[src/rtl/fxp_div_pkg.sv]
// Shared types and default widths for the iterative fixed-point divider.
package fxp_div_pkg;

  typedef enum logic [1:0] {IDLE, RUN, DONE} state_e;

  localparam int DEF_IN_W   = 16;
  localparam int DEF_FRAC_W = 19;

  function automatic int q_w(input int in_w, input int frac_w);
    return in_w + frac_w;
  endfunction

endpackage

[src/rtl/fxp_div_step.sv]
// One combinational restoring-division step: shift in a dividend bit, subtract if it fits.
module fxp_div_step #(
  parameter int IN_W = 16
) (
  input  logic [IN_W:0]   rem,
  input  logic [IN_W-1:0] den,
  input  logic            dbit,
  output logic [IN_W:0]   rem_nxt,
  output logic            qbit
);

  logic [IN_W+1:0] sh;
  logic [IN_W+1:0] den_ext;

  always_comb begin
    sh      = {rem, dbit};
    den_ext = {2'b00, den};
    qbit    = (sh >= den_ext);
    // Remainder stays below den, so the top bit of the difference is always zero.
    rem_nxt = (IN_W+1)'(qbit ? (sh - den_ext) : sh);
  end

endmodule

[src/rtl/fxp_div_iter.sv]
// Iterative unsigned Q(IN_W).FRAC_W divider, one quotient bit per clock.
// Define FXP_DIV_ROUND_EN for an extra guard iteration and round-half-up.
module fxp_div_iter
  import fxp_div_pkg::*;
#(
  parameter  int IN_W   = DEF_IN_W,
  parameter  int FRAC_W = DEF_FRAC_W,
  localparam int Q_W    = q_w(IN_W, FRAC_W)
) (
  input  logic            clk,
  input  logic            rst_n,
  input  logic            start,
  input  logic            recip,
  input  logic [IN_W-1:0] num,
  input  logic [IN_W-1:0] den,
  output logic            ready,
  output logic            done,
  output logic [Q_W-1:0]  quotient,
  output logic            dz
);

`ifdef FXP_DIV_ROUND_EN
  localparam int G_W = 1;
`else
  localparam int G_W = 0;
`endif
  localparam int X_W   = Q_W + G_W;
  localparam int CNT_W = $clog2(X_W);

  state_e           state_q, state_d;
  logic [IN_W:0]    rem_q, rem_d;
  logic [IN_W-1:0]  den_q, den_d;
  logic [X_W-1:0]   dvd_q, dvd_d;
  logic [X_W-1:0]   quo_q, quo_d;
  logic [CNT_W-1:0] cnt_q, cnt_d;
  logic [Q_W-1:0]   quotient_q, quotient_d;
  logic             dz_q, dz_d;
  logic             done_q, done_d;
  logic             ready_q, ready_d;

  logic [IN_W:0]    step_rem;
  logic             step_q;
  logic [IN_W-1:0]  op;
  logic [X_W-1:0]   quo_fin;
  logic [Q_W-1:0]   result;

  fxp_div_step #(.IN_W(IN_W)) u_step (
    .rem     (rem_q),
    .den     (den_q),
    .dbit    (dvd_q[X_W-1]),
    .rem_nxt (step_rem),
    .qbit    (step_q)
  );

  always_comb begin
    op      = recip ? IN_W'(1) : num;
    quo_fin = {quo_q[X_W-2:0], step_q};
`ifdef FXP_DIV_ROUND_EN
    // Low bit is the guard; saturate so all-ones never wraps to zero.
    result  = &quo_fin[X_W-1:1] ? quo_fin[X_W-1:1] : quo_fin[X_W-1:1] + Q_W'(quo_fin[0]);
`else
    result  = quo_fin;
`endif
  end

  always_comb begin
    state_d    = state_q;
    rem_d      = rem_q;
    den_d      = den_q;
    dvd_d      = dvd_q;
    quo_d      = quo_q;
    cnt_d      = cnt_q;
    quotient_d = quotient_q;
    dz_d       = dz_q;
    done_d     = 1'b0;
    ready_d    = ready_q;
    unique case (state_q)
      IDLE, DONE: begin
        state_d = IDLE;
        ready_d = 1'b1;
        if (start) begin
          den_d = den;
          rem_d = '0;
          quo_d = '0;
          dvd_d = {op, {(FRAC_W + G_W){1'b0}}};
          cnt_d = CNT_W'(X_W - 1);
          if (den == '0) begin
            state_d    = DONE;
            quotient_d = '1;
            dz_d       = 1'b1;
            done_d     = 1'b1;
          end else begin
            state_d = RUN;
            ready_d = 1'b0;
          end
        end
      end
      RUN: begin
        rem_d = step_rem;
        quo_d = quo_fin;
        dvd_d = {dvd_q[X_W-2:0], 1'b0};
        if (cnt_q == '0) begin
          state_d    = DONE;
          quotient_d = result;
          dz_d       = 1'b0;
          done_d     = 1'b1;
          ready_d    = 1'b1;
        end else begin
          cnt_d = cnt_q - 1'b1;
        end
      end
      default: begin
        state_d = IDLE;
        ready_d = 1'b1;
      end
    endcase
  end

  always_ff @(posedge clk or negedge rst_n) begin
    if (!rst_n) begin
      state_q    <= IDLE;
      rem_q      <= '0;
      den_q      <= '0;
      dvd_q      <= '0;
      quo_q      <= '0;
      cnt_q      <= '0;
      quotient_q <= '0;
      dz_q       <= 1'b0;
      done_q     <= 1'b0;
      ready_q    <= 1'b1;
    end else begin
      state_q    <= state_d;
      rem_q      <= rem_d;
      den_q      <= den_d;
      dvd_q      <= dvd_d;
      quo_q      <= quo_d;
      cnt_q      <= cnt_d;
      quotient_q <= quotient_d;
      dz_q       <= dz_d;
      done_q     <= done_d;
      ready_q    <= ready_d;
    end
  end

  assign ready    = ready_q;
  assign done     = done_q;
  assign quotient = quotient_q;
  assign dz       = dz_q;

endmodule
[config.mk]
export PLATFORM = sky130hd
export DESIGN_NAME = fxp_div_iter
export DESIGN_NICKNAME = d
export VERILOG_FILES = /design/src/rtl/fxp_div_pkg.sv /design/src/rtl/fxp_div_step.sv /design/src/rtl/fxp_div_iter.sv
export SDC_FILE = /design/constraint.sdc
export NUM_CORES = 1
export LEC_CHECK = 0
export ABC_AREA = 1
export CAP_MARGIN = 30
export CORE_MARGIN = 8
export CORE_UTILIZATION = 57
export CTS_BUF_LIST = sky130_fd_sc_hd__clkbuf_16
export DETAILED_ROUTE_END_ITERATION = 10
export GPL_TIMING_DRIVEN = 0
export PLACE_DENSITY = 0.81
export SLEW_MARGIN = 20
export SYNTH_ARGS = -nofsm -noshare
export SYNTH_HDL_FRONTEND = slang
export SYNTH_HIERARCHICAL = 1
export SYNTH_SLANG_ARGS = --single-unit
export TNS_END_PERCENT = 100
[constraint.sdc]
create_clock -name clk -period 2.3 [get_ports clk]
set_input_delay 0.23 -clock clk [delete_from_list [all_inputs] [get_ports clk]]
set_output_delay 0.23 -clock clk [all_outputs]
set_load 0.03 [all_outputs]
== After elaboration in Yosys (flattened, before gate mapping) ==
Cells that the tools add are included.

* Word-level logic and storage cells: 58
* Bits of input ports: 36
* Bits in registers: 148
* Output and inout port bits: 38

* Add/sub/neg operators: 2
* Reductions and logical operators: 9
* Multiplexer cells: 30
* $lt $le $gt $ge: 1
* Equal/unequal tests: 6

{| class="wikitable"
|+ Operator list
! operator !! number
|-
| $mux W35 || 4
|-
| $pmux W35 S2 || 2
|-
| $pmux W34 S2 || 1
|-
| $mux W17 || 2
|-
| $mux W34 || 1
|-
| $pmux W17 S2 || 1
|-
| $ge A18 B16 Y1 || 1
|-
| $sub A17 B16 Y17 || 1
|-
| $logic_not A16 Y1 || 1
|-
| $mux W16 || 1
|-
| $mux W6 || 2
|-
| $pmux W6 S2 || 1
|-
| $mux W1 || 8
|-
| $ne A2 B2 Y1 const B || 4
|-
| $logic_not A6 Y1 || 1
|-
| $mux W2 || 3
|-
| $pmux W1 S2 || 3
|-
| $sub A6 B1 Y6 const B || 1
|-
| $pmux W2 S2 || 1
|-
| $reduce_and A2 Y1 || 2
|-
| $reduce_and A4 Y1 || 1
|-
| $reduce_and A3 Y1 || 1
|-
| $eq A2 B1 Y1 const B || 1
|-
| $eq A2 B2 Y1 const B || 1
|-
| 3 further kinds || 3
|}

== Longest topological paths before layout ==
* Depth in word-level cells: 4
* Mapped depth: 15
* Depth with buffers taken out: 15

== Hierarchy ==
The synthesis kept the hierarchy.

{| class="wikitable"
|+ Modules (own cells, without submodules)
! module !! instances !! area each (um^2) !! sequential area each (um^2) !! cells each
|-
| fxp_div_iter || 1 || 5232.5 || 3229.3 || 536
|-
| fxp_div_step || 1 || 1507.7 || 0.0 || 292
|}

== Worst setup path before layout ==
No wires, ideal clock.

* Kind: reg-to-reg
* From: register dvd_q[34]
* To: register rem_q[4]
* Data required time: 2.179 ns
* Arrival: 1.919 ns
* Setup slack: 0.260 ns
* Clock period less this slack: 2.040 ns
* Cell stages (with the launch flop): 13
* Buffers on the path: 1
* Setup time: 0.121 ns
* Cell sequence: dfrtp_1 > inv_1 > ha_1 > inv_1 > fa_1 > nand3_1 > nand3_2 > nand2_4 > nand3_4 > buf_12 > nand2_2 > nand2_2 > a22o_1

* Word-level cells in the longest chain between the ends: 3
* Elaborated cells on any way between the ends: 4
* Those cells by class: 1 x add/sub; 1 x order compare; 2 x mux

{| class="wikitable"
|+ Ends and longest elaborated chain
! element !! RTL line !! text
|-
| from (decl) || fxp_div_iter.sv:33 || <nowiki>logic [X_W-1:0] dvd_q, dvd_d;</nowiki>
|-
| from (signal assigned) || fxp_div_iter.sv:135 || <nowiki>dvd_q <= dvd_d;</nowiki>
|-
| $ge A18 B16 Y1 || fxp_div_step.sv:18 || <nowiki>qbit = (sh >= den_ext);</nowiki>
|-
| net step_q || fxp_div_iter.sv:42 || <nowiki>logic step_q;</nowiki>
|-
| $mux W17 || fxp_div_step.sv:20 || <nowiki>rem_nxt = (IN_W+1)'(qbit ? (sh - den_ext) : sh);</nowiki>
|-
| net step_rem[4] || fxp_div_iter.sv:41 || <nowiki>logic [IN_W:0] step_rem;</nowiki>
|-
| $pmux W17 S2 || fxp_div_iter.sv:77 || <nowiki>unique case (state_q)</nowiki>
|-
| to (signal assigned) || fxp_div_iter.sv:133 || <nowiki>rem_q <= rem_d;</nowiki>
|-
| to (decl) || fxp_div_iter.sv:31 || <nowiki>logic [IN_W:0] rem_q, rem_d;</nowiki>
|}

The timed path passes the listed nets, and every way through them passes these cells.
A chain may end at the register's enable or synchronous reset.

== Final worst setup path ==
* From: register dvd_q[34]
* To: register rem_q[4]

* Word-level cells in the longest chain between the ends: 3
* Elaborated cells on any way between the ends: 4
* Those cells by class: 1 x add/sub; 1 x order compare; 2 x mux

{| class="wikitable"
|+ Ends and longest elaborated chain
! element !! RTL line
|-
| $sub A17 B16 Y17 or $ge A18 B16 Y1 (tied branches) || fxp_div_step.sv:20, fxp_div_step.sv:18
|-
| $mux W17 (*) || fxp_div_step.sv:20
|-
| net step_rem[4] || fxp_div_iter.sv:41
|-
| $pmux W17 S2 (*) || fxp_div_iter.sv:77
|}

Mark *: on every way through the listed nets, which the timed path passes. The rest lies on a longest branch.

==> impl_metrics.ini <==
[floorplanning]
core.rowCount = 39
die-height_um = 125
area_enclosed_by_the_die_boundary_sq_mm = 0.0156
initial_utilization_pct = 58.8
chipWidth_um = 125
placeableCoreArea_sq_mm = 0.0115
ios = 74

[worst_setup_path]
required_time_of_the_critical_path_ps = 2610
crit_path_end_kind = register
timing.critical_path.from = dvd_q[34]
crit_path_start_kind = register
crit_buf_inv = 3
timing.rr.start = dvd_q[34]
critical-path-top-delay-family = simple AND/OR/NAND/NOR gates
critical_path_peak_fanout = 8
crit_chain = inv_1 -> ha_1 -> inv_2 -> fa_2 -> nand3_2 -> nand3_4 -> nand2_4 -> nand3_4 -> clkbuf_16 -> nand2_2 -> nand2_2 -> a22o_1
worstSetupPathType = reg2reg
cp_data_arrival_time_ps = 2560
cp_slowest_cell = sky130_fd_sc_hd__fa_2
critical-path-max-stage-delay_ps = 460

[timing]
final.min_clock_period_ps = 2250
max_freq_mhz = 445
setup_viol = 0
final.hold.worst_slack_ps = 254
finalCritPeriodShare_pct = 97.7
slew_viol_final = 0
timing_worst_slew_pin_value_ps = 576
relSlewSlack_pct = 61.6
setup-tns-final_ps = 0
timing.final.hold_violations = 0
skew_ps = 11.5

[yosys]
synth_cell_area_sq_mm = 0.00674
ys_ff_latch = 129
ys_async_sr_fraction_pct = 100
synth_nets = 883
synth_area_per_cell_sq_um = 8.14
ys.warnings.count = 6
synth-edff-count = 0
synth.distinct_cells = 39
syn-instance-count = 828
synth.yosys.seq_area_share_pct = 47.9
synth_ff_type = sky130_fd_sc_hd__dfrtp_1

[layout]
leading_cell_type_in_the_layout_fill_and_taps_excluded = sky130_fd_sc_hd__nand2_1
layout-area-overhead-vs-synth_pct = 25.9
final.fill_count = 841
diodes = 0
final_layout_size_suffix_gt1_share_pct = 11.9
final_net_count = 985
final_cell_mix = sky130_fd_sc_hd__nand2_1, sky130_fd_sc_hd__inv_1, sky130_fd_sc_hd__dfrtp_1

[pwr]
pwr_density_cell_mw_per_mm2 = 1790
power_switching_mw = 6.94
power.sequential.fraction_pct = 24.6
combinational_power_share_pct = 57.5
vdd.ir_drop.worst_v = 0.00105
clock_power_share_pct = 18.0
p_sw_share_pct = 45.8
power.internal_mw = 8.21
power_leakage_nw = 4.49

[job]
drv_cap = 0

[cts]
ctsHtreeMaxLevel = 4
clk_pin_slew_worst_paths_ps = 60
clockBufferDepth = 2
cts_root_buf = sky130_fd_sc_hd__clkbuf_16
tritoncts.num_buffers = 17
cts_sinks = 129
cts_tree = built
clk-insertion-delay-late_ps = 420

[global_routing]
number_of_antenna_violations_at_the_first_check_in_global_routing = 0
grt_first_pass_wirelength_um = 28200
via_count_of_the_first_global_routing_pass = 5855
pin_count_of_the_biggest_net_entering_global_routing = 102
gr_ovfl_total = 0
track_usage_pct = 21.8

[detailed_routing]
detail_route.drc_violations = 0
route.vias.total = 5883
post_drt_wl_per_cell_um = 15.5
detailedRoute.firstIterationViolations = 520
vias_per_cell = 5.42
ant_nets = 0
drtPass1Iterations = 5
routed_wirelength_um = 16800

[placed_design]
gp_congestion = 0.880
place.detailed.hpwl_um = 11600
port_buffers = 73

[hold_path]
hold_path.class = in2async

[run_status]
status = finished, final reports clean
## worst reg2reg max path, delay by kind of cell, from the launching register on
family	cells	cell delay [ps]
adder cells (fa/ha/maj)	2	610
flip-flops	1	370
buffers and inverters	3	340
AND/OR/NAND/NOR	6	620
AO/OA/AOI/OAI	1	200
## cells in the mapped netlist, types with 2 or more instances
| cell type | number | area (sq um) |
|---|---|---|
| sky130_fd_sc_hd__a22o_1 | 17 | 149 |
| sky130_fd_sc_hd__nand2_2 | 17 | 106 |
| sky130_fd_sc_hd__dfrtp_1 | 128 | 3200 |
| sky130_fd_sc_hd__inv_2 | 5 | 18.8 |
| sky130_fd_sc_hd__inv_1 | 177 | 664 |
| sky130_fd_sc_hd__nand3b_1 | 2 | 15.0 |
| sky130_fd_sc_hd__xor2_1 | 8 | 70.1 |
| sky130_fd_sc_hd__o21ai_0 | 7 | 35.0 |
| sky130_fd_sc_hd__buf_2 | 15 | 75.1 |
| sky130_fd_sc_hd__nor2_1 | 40 | 150 |
| sky130_fd_sc_hd__a21oi_1 | 46 | 230 |
| sky130_fd_sc_hd__o211ai_1 | 2 | 15.0 |
| sky130_fd_sc_hd__ha_1 | 18 | 225 |
| sky130_fd_sc_hd__o22ai_1 | 33 | 206 |
| sky130_fd_sc_hd__nor2_2 | 3 | 18.8 |
| sky130_fd_sc_hd__o221ai_1 | 13 | 114 |
| sky130_fd_sc_hd__nand4_1 | 40 | 250 |
| sky130_fd_sc_hd__nor3_1 | 3 | 15.0 |
| sky130_fd_sc_hd__nand3_1 | 33 | 165 |
| sky130_fd_sc_hd__buf_6 | 3 | 33.8 |
| sky130_fd_sc_hd__clkbuf_1 | 13 | 48.8 |
| sky130_fd_sc_hd__nand2_1 | 188 | 706 |
## power by group through the flow
stage               registers (mW)  logic [mW]  clock network [mW]
floorplan                     4.30        5.24                   0
global placement              3.70        7.81                   0
detailed placement            3.73        8.01                   0
CTS                           3.71        8.13                2.75
global route                  3.83        9.62                2.85
finish                        3.72        8.71                2.72
## layer usage
| metal | vias to the layer above | GRT usage, % | part of all wire (%) |
|---|---|---|---|
| met5 | - | 0 | 0 |
| met4 | 0 | 8.15 | 2.3 |
| met3 | 28 | 5.36 | 6.5 |
| met2 | 205 | 34.4 | 47 |
| met1 | 2787 | 28.4 | 44 |
| li1 | 2863 | - | - |
## flip-flops by register name, summed over array words and instances (netlist names)
register  flops
quotient     35
dvd_q        16
ready         1
dz            1
cnt_q         6
den_q        16
rem_q        17
done          1
state_q       2
quo_q        34
## through the flow
stage                     std cells  power (mW)  util (%)  instance area [sq um]  worst slack [ps]
final                          1086        15.2      74.0                   8480              52.5
after global routing           1086        16.3      74.0                   8480             -20.9
after global placement         1044        11.5      66.7                   7650             -4000
after floorplan                 828        9.55         -                   6740               260
after CTS                      1078        14.6      72.3                   8290              31.2
after detailed placement       1045        11.7      67.0                   7680             -26.9
## area by class of cell
cell class	count	area (sq um)	share of cell area [%]
flip-flops and latches	129	3230	38.1
multi-input cells	484	2750	32.4
repair buffers	83	855	10.1
inverters	182	683	8.05
clock buffers	17	425	5.01
plain buffers	33	186	2.20
well taps	143	179	2.11
clock inverters	15	174	2.05
## kinds of logic (layout without fill, tap and decap cells)
kind of cell / count (synthesis) / in the layout / synth area share (%)
xor+xnor: 8 / 8 / 1.04
simple gates: 336 / 336 / 23.0
buf+inv: 215 / 330 / 12.8
flops: 129 / 129 / 47.9
compound gates: 121 / 121 / 11.6
fa+ha+maj: 19 / 19 / 3.64
## timing repair
action,CTS,global route
pin swaps,0,6
setup buffers,0,7
gates resized for setup,1,19
hold endpoints to repair,28,0
hold buffers,1,0
setup endpoints to repair,10,14
gates cloned,0,1
## path summary, 6_finish.rpt
check	end	slack [ps]	cells past startpoint
max	rem_q[4]	50	12
min	rem_q[7]	250	2
max reg2reg	rem_q[4]	50	12
min reg2reg	den_q[2]	470	2
max in group asynchronous	quotient[15]	1290	3
min in group clk	den_q[3]	380	3
No activity file was read; power rests on OpenSTA's default activity.
==> patch 1, RTL diff (config.mk and constraints unchanged) <==
`DEF_FRAC_W`: 19 -> 38.
--- a/src/rtl/fxp_div_pkg.sv
+++ b/src/rtl/fxp_div_pkg.sv
@@ -6,3 +6,3 @@
   localparam int DEF_IN_W   = 16;
-  localparam int DEF_FRAC_W = 19;
+  localparam int DEF_FRAC_W = 38;
 
Ports: changed (resized quotient); port bits go from 74 to 93. No check against the original RTL was run, so the function may have changed too.
==> patch 1 against the unedited design <==
Worst setup slack improved by 0.044 ns. Area after synthesis increased by 25%. Core utilization decreased by 2.9 points. Sequential cell count increased by 38. Design area increased by 22%. Wire length increased by 23%. Hold slack improved by 0.11 ns. Power increased by 23%. Critical endpoint is now quotient[0].
==> patch 1: results (changes against the unedited design) <==
Layout
  – Antenna diodes: 0 (unchanged)
  – Max reg flops: 54 (+54%)
  – Comb_multi_in: 658 (+36%)
  – Nets: 1196 (+21%)
  – Repair and plain buffers: 152 (+31%)
  – Layout non-clock buf frac: 0.128 (+0.00539)
  – Filler instances: 1121 (+33%)
  – Clk tree area frac: 0.0580 (-0.0127)
  – Layout cells sized above 1: 0.0989 (-0.0199)
  – Register fraction of the total cell area: 0.405 (+0.0238)
  – Fraction of area in multi-input gates: 0.334 (+0.0101)
  – Non-clock inverters: 145 (-20%)

Drt
  – Average wire per standard cell: 15.5 microns (-0.16%)
  – Met2 routed WL: 9820 microns (+24%)
  – M1 WL: 8990 microns (+21%)
  – DR vias: 7337 (+25%)
  – Violation count after the first detailed-route iteration: 658 (+27%)
  – Metal3 WL: 1400 microns (+29%)

Power and ir drop
  – Reg power frac: 0.265 (+0.019)
  – Power Density: 1810 nW/um^2 (+1.1%)
  – Sw Pwr: 0.00853 W (+23%)
  – Leak Pwr: 5.31 nW (+18%)

Synth
  – Top_reg_cell synth: dfrtp_1
  – Synth Area in Adders: 0.0290 (-0.00739)
  – Synth cell count leaders: nand2_1, dfrtp_1, inv_1, nand3_1, o22ai_1
  – Synth Area in XOR/XNOR: 0.00828 (-0.00211)
  – Top post-synthesis cells by area: dfrtp_1, nand2_1, nand3_1, inv_1, o22ai_1
  – Cell variety after synth: 37 (-5.1%)
  – Syn_nets: 1079 (+22%)
  – Sequential share of the synthesized area: 0.494 (+0.0151)

STA
  – Fin Clk Skew: 0.00711 ns (-0.00437 ns)
  – Worst slew margin: 0.586 (-0.0301)
  – Max frequency: 454 MHz (+2.0%)

Critical path
  – Crit-path max FO: 10 (+2)
  – Worst reg2reg path depth: 13 (+1)
  – CP arrival: 2.52 ns (-0.04 ns)
  – R2r endpoint: quotient[0]
  – Critical path's slowest cell: dfrtp_1
  – Crit-path max cell delay: 0.39 ns (-0.07 ns)
  – RR Startpoint: dvd_q[53]

Global route
  – GR met2 Demand/Resource: 0.345 (about the same)
  – Met1 usage in global routing: 0.304 (+0.0194)
  – Pin count of the biggest net entering global routing: 88 (-14%)
  – Global-route wire length before repair: 34100 microns (+21%)
  – Vias in the first global route: 7008 (+20%)
  – Total Routing Usage GR: 0.226 (+0.00732)

Clock network
  – Sink Count: 167 (+29%)
  – Resized cells post-CTS: 1 (unchanged)

Placed design
  – Worst slack, placed: -0.0399 ns (-0.0130 ns)
  – Port-buffer cells: 92 (+26%)
  – HPWL Detailed: 14500 microns (+26%)

Outcome
  – Status: finished, final reports clean
==> patch 1: cell count changes after synthesis, moves of 17 or more <==
cell     before  now
dfrtp_1     128  166
a21oi_1      46   10
inv_1       177  139
nor2_1       40   22
nand3_1      33  130
o22ai_1      33   54
nand2_1     188  313
nand4_1      40   23
==> patch 1: metrics by stage <==
| stage | hold slack [ns] | cell area [sq um] | std cells |
|---|---|---|---|
| finish | 0.368 | 10300 | 1337 |
| global route | 0.383 | 10300 | 1337 |
| CTS | 0.365 | 10300 | 1333 |
| detailed placement | 0.258 | 9640 | 1301 |
| global placement | 0.464 | 9610 | 1300 |
| floorplan | -0.0656 | 8460 | 1024 |
==> patch 1: how the worst max path moves through the flow <==
stage,cells past startpoint,from,endpoint
floorplan,12,dvd_q[53],rem_q[4]
CTS,14,rem_q[8],quotient[0]
finish,13,dvd_q[53],quotient[0]
global placement,1,rst_n,quotient[21]
global route,13,den_q[13],quotient[0]
detailed placement,9,den[7],quotient[39]
==> patch 2, RTL diff (same settings) <==
Without the edit above. Reset style: synchronous (`rst_n`), changed in one clocked block.
--- a/src/rtl/fxp_div_iter.sv
+++ b/src/rtl/fxp_div_iter.sv
@@ -118,3 +118,3 @@
 
-  always_ff @(posedge clk or negedge rst_n) begin
+  always_ff @(posedge clk) begin
     if (!rst_n) begin
Function: differs if rst_n is asserted again (counterexample within 4 cycles, from zero or initial values and one cycle with rst_n low); with rst_n held inactive, the same outputs for 10 cycles.
==> patch 2 against the unedited design <==
Non-clock buffer count up 3. Count of clock-buffer cells in the layout unchanged. Clock skew down 0.0057 ns. Core utilization down 2.9 points. Sequential cell count unchanged. Area after synthesis down 3.8%. Sequential share of layout area down 5.8 points. Design area down 5.5%. Worst setup slack better by 0.11 ns. Wire length down 5.6%. Hold slack better by 0.18 ns. Critical path type unchanged. Critical endpoint is now rem_q[12]. Highest routed layer unchanged.
Power is not compared: it rests on default switching activity, and its combinational part moved more than twofold at a synthesized area within 25%.
==> patch 2: results (changes against the unedited design) <==
Global route
  – Pin count of the biggest net entering global routing: 17 (-83%)
  – Global-route wire length before repair: 26500 microns (-5.8%)
  – Vias in the first global route: 6015 (+2.7%)

Layout
  – Area delta synth->final: 23.7%
  – Layout non-clock buf frac: 0.122 (-0.000329)
  – Nets: 1130 (+15%)
  – Fraction of area in multi-input gates: 0.407 (+0.0826)
  – Filler instances: 929 (+10%)
  – Non-clock inverters: 116 (-36%)
  – Clk tree area frac: 0.0718 (+0.00116)
  – Comb_multi_in: 692 (+43%)

Synth
  – Synth cell count leaders: nand2_1, dfxtp_1, nor2_1, inv_1, a21oi_1
  – Top_reg_cell synth: dfxtp_1
  – Sequential share of the synthesized area: 0.398 (-0.0807)
  – Async set-reset flop share out of synthesis: 0 (-1.00)
  – Cell variety after synth: 34 (-13%)
  – Syn Inst Count: 981 (+18%)

Outcome
  – Status: finished, final reports clean

STA
  – Slew @ Worst Pin: 0.535 ns (-0.0401 ns)
  – Worst hold margin: 0.435 ns (+0.180 ns)
  – Fin Clk Skew: 0.00575 ns (-0.00572 ns)

Critical path
  – Crit-path max FO: 10 (+2)
  – Critical path's slowest cell: ha_1
  – Crit-path max cell delay: 0.37 ns (-0.09 ns)
  – R2R setup slack: 0.16 ns (+0.11 ns)
  – RR Startpoint: den_q[11]
  – CP arrival: 2.48 ns (-0.08 ns)
  – R2r endpoint: rem_q[12]

Placed design
  – Post-Place Cells: 1197 (+15%)

Drt
  – Average vias per placed instance: 5.02 (-7.3%)
  – Violation count after the first detailed-route iteration: 411 (-21%)

Floorplan
  – Die width: 123 microns (-1.7%)

Worst hold path
  – Tightest Hold Check Type: input pin to flop
-- patch 2: what timing repair did --
item,4_1_cts,5_1_grt
setup buffers,0,2
endpoints found under the setup margin,0,13
resized for setup,0,8
-- patch 2: how the worst max path moves through the flow --
| stage | from | to | slack (ns) | cells after the start |
|---|---|---|---|---|
| floorplan | dvd_q[34] | rem_q[4] | 0.40 | 13 |
| global placement | dvd_q[34] | rem_q[11] | 0.13 | 13 |
| detailed placement | dvd_q[34] | rem_q[5] | 0.11 | 13 |
| CTS | dvd_q[34] | rem_q[5] | 0.11 | 13 |
| global route | den_q[2] | rem_q[12] | -0.004 | 14 |
| finish | den_q[11] | rem_q[12] | 0.16 | 12 |
-- patch 2: report_power, final --
| part | internal [W] | switching [W] |
|---|---|---|
| clock network | 0.00167 | 0.000927 |
| registers | 0.00238 | 0.0000917 |
| logic | 0.000737 | 0.00127 |
| total | 0.00479 | 0.00229 |
-- patch 2: routing by layer --
metal | GRT usage | vias up | wire, microns
met5 | 0 | - | 0
met3 | 0.0589 | 24 | 688
met2 | 0.402 | 112 | 8240
li1 | - | 3229 | -
met1 | 0.232 | 2814 | 6660
met4 | 0.0701 | 0 | 298
-- patch 2: critical path, delay by kind of cell, from the launching register on --
kind / cells / cell delay [ns]
and+or+nand+nor: 7 / 0.62
DFF: 1 / 0.33
buffers and inverters: 2 / 0.33
adders and majority gates: 1 / 0.37
AOI/OAI and AO/OA: 2 / 0.43
-- patch 2: cell families after synthesis --
group	Yosys count	synth area share
xor gates and xnor gates	7	0.00946
DFF	129	0.398
adders and majority gates	19	0.0378
and+or+nand+nor	565	0.367
buffers and inverters	160	0.103
AOI/OAI and AO/OA	101	0.0844
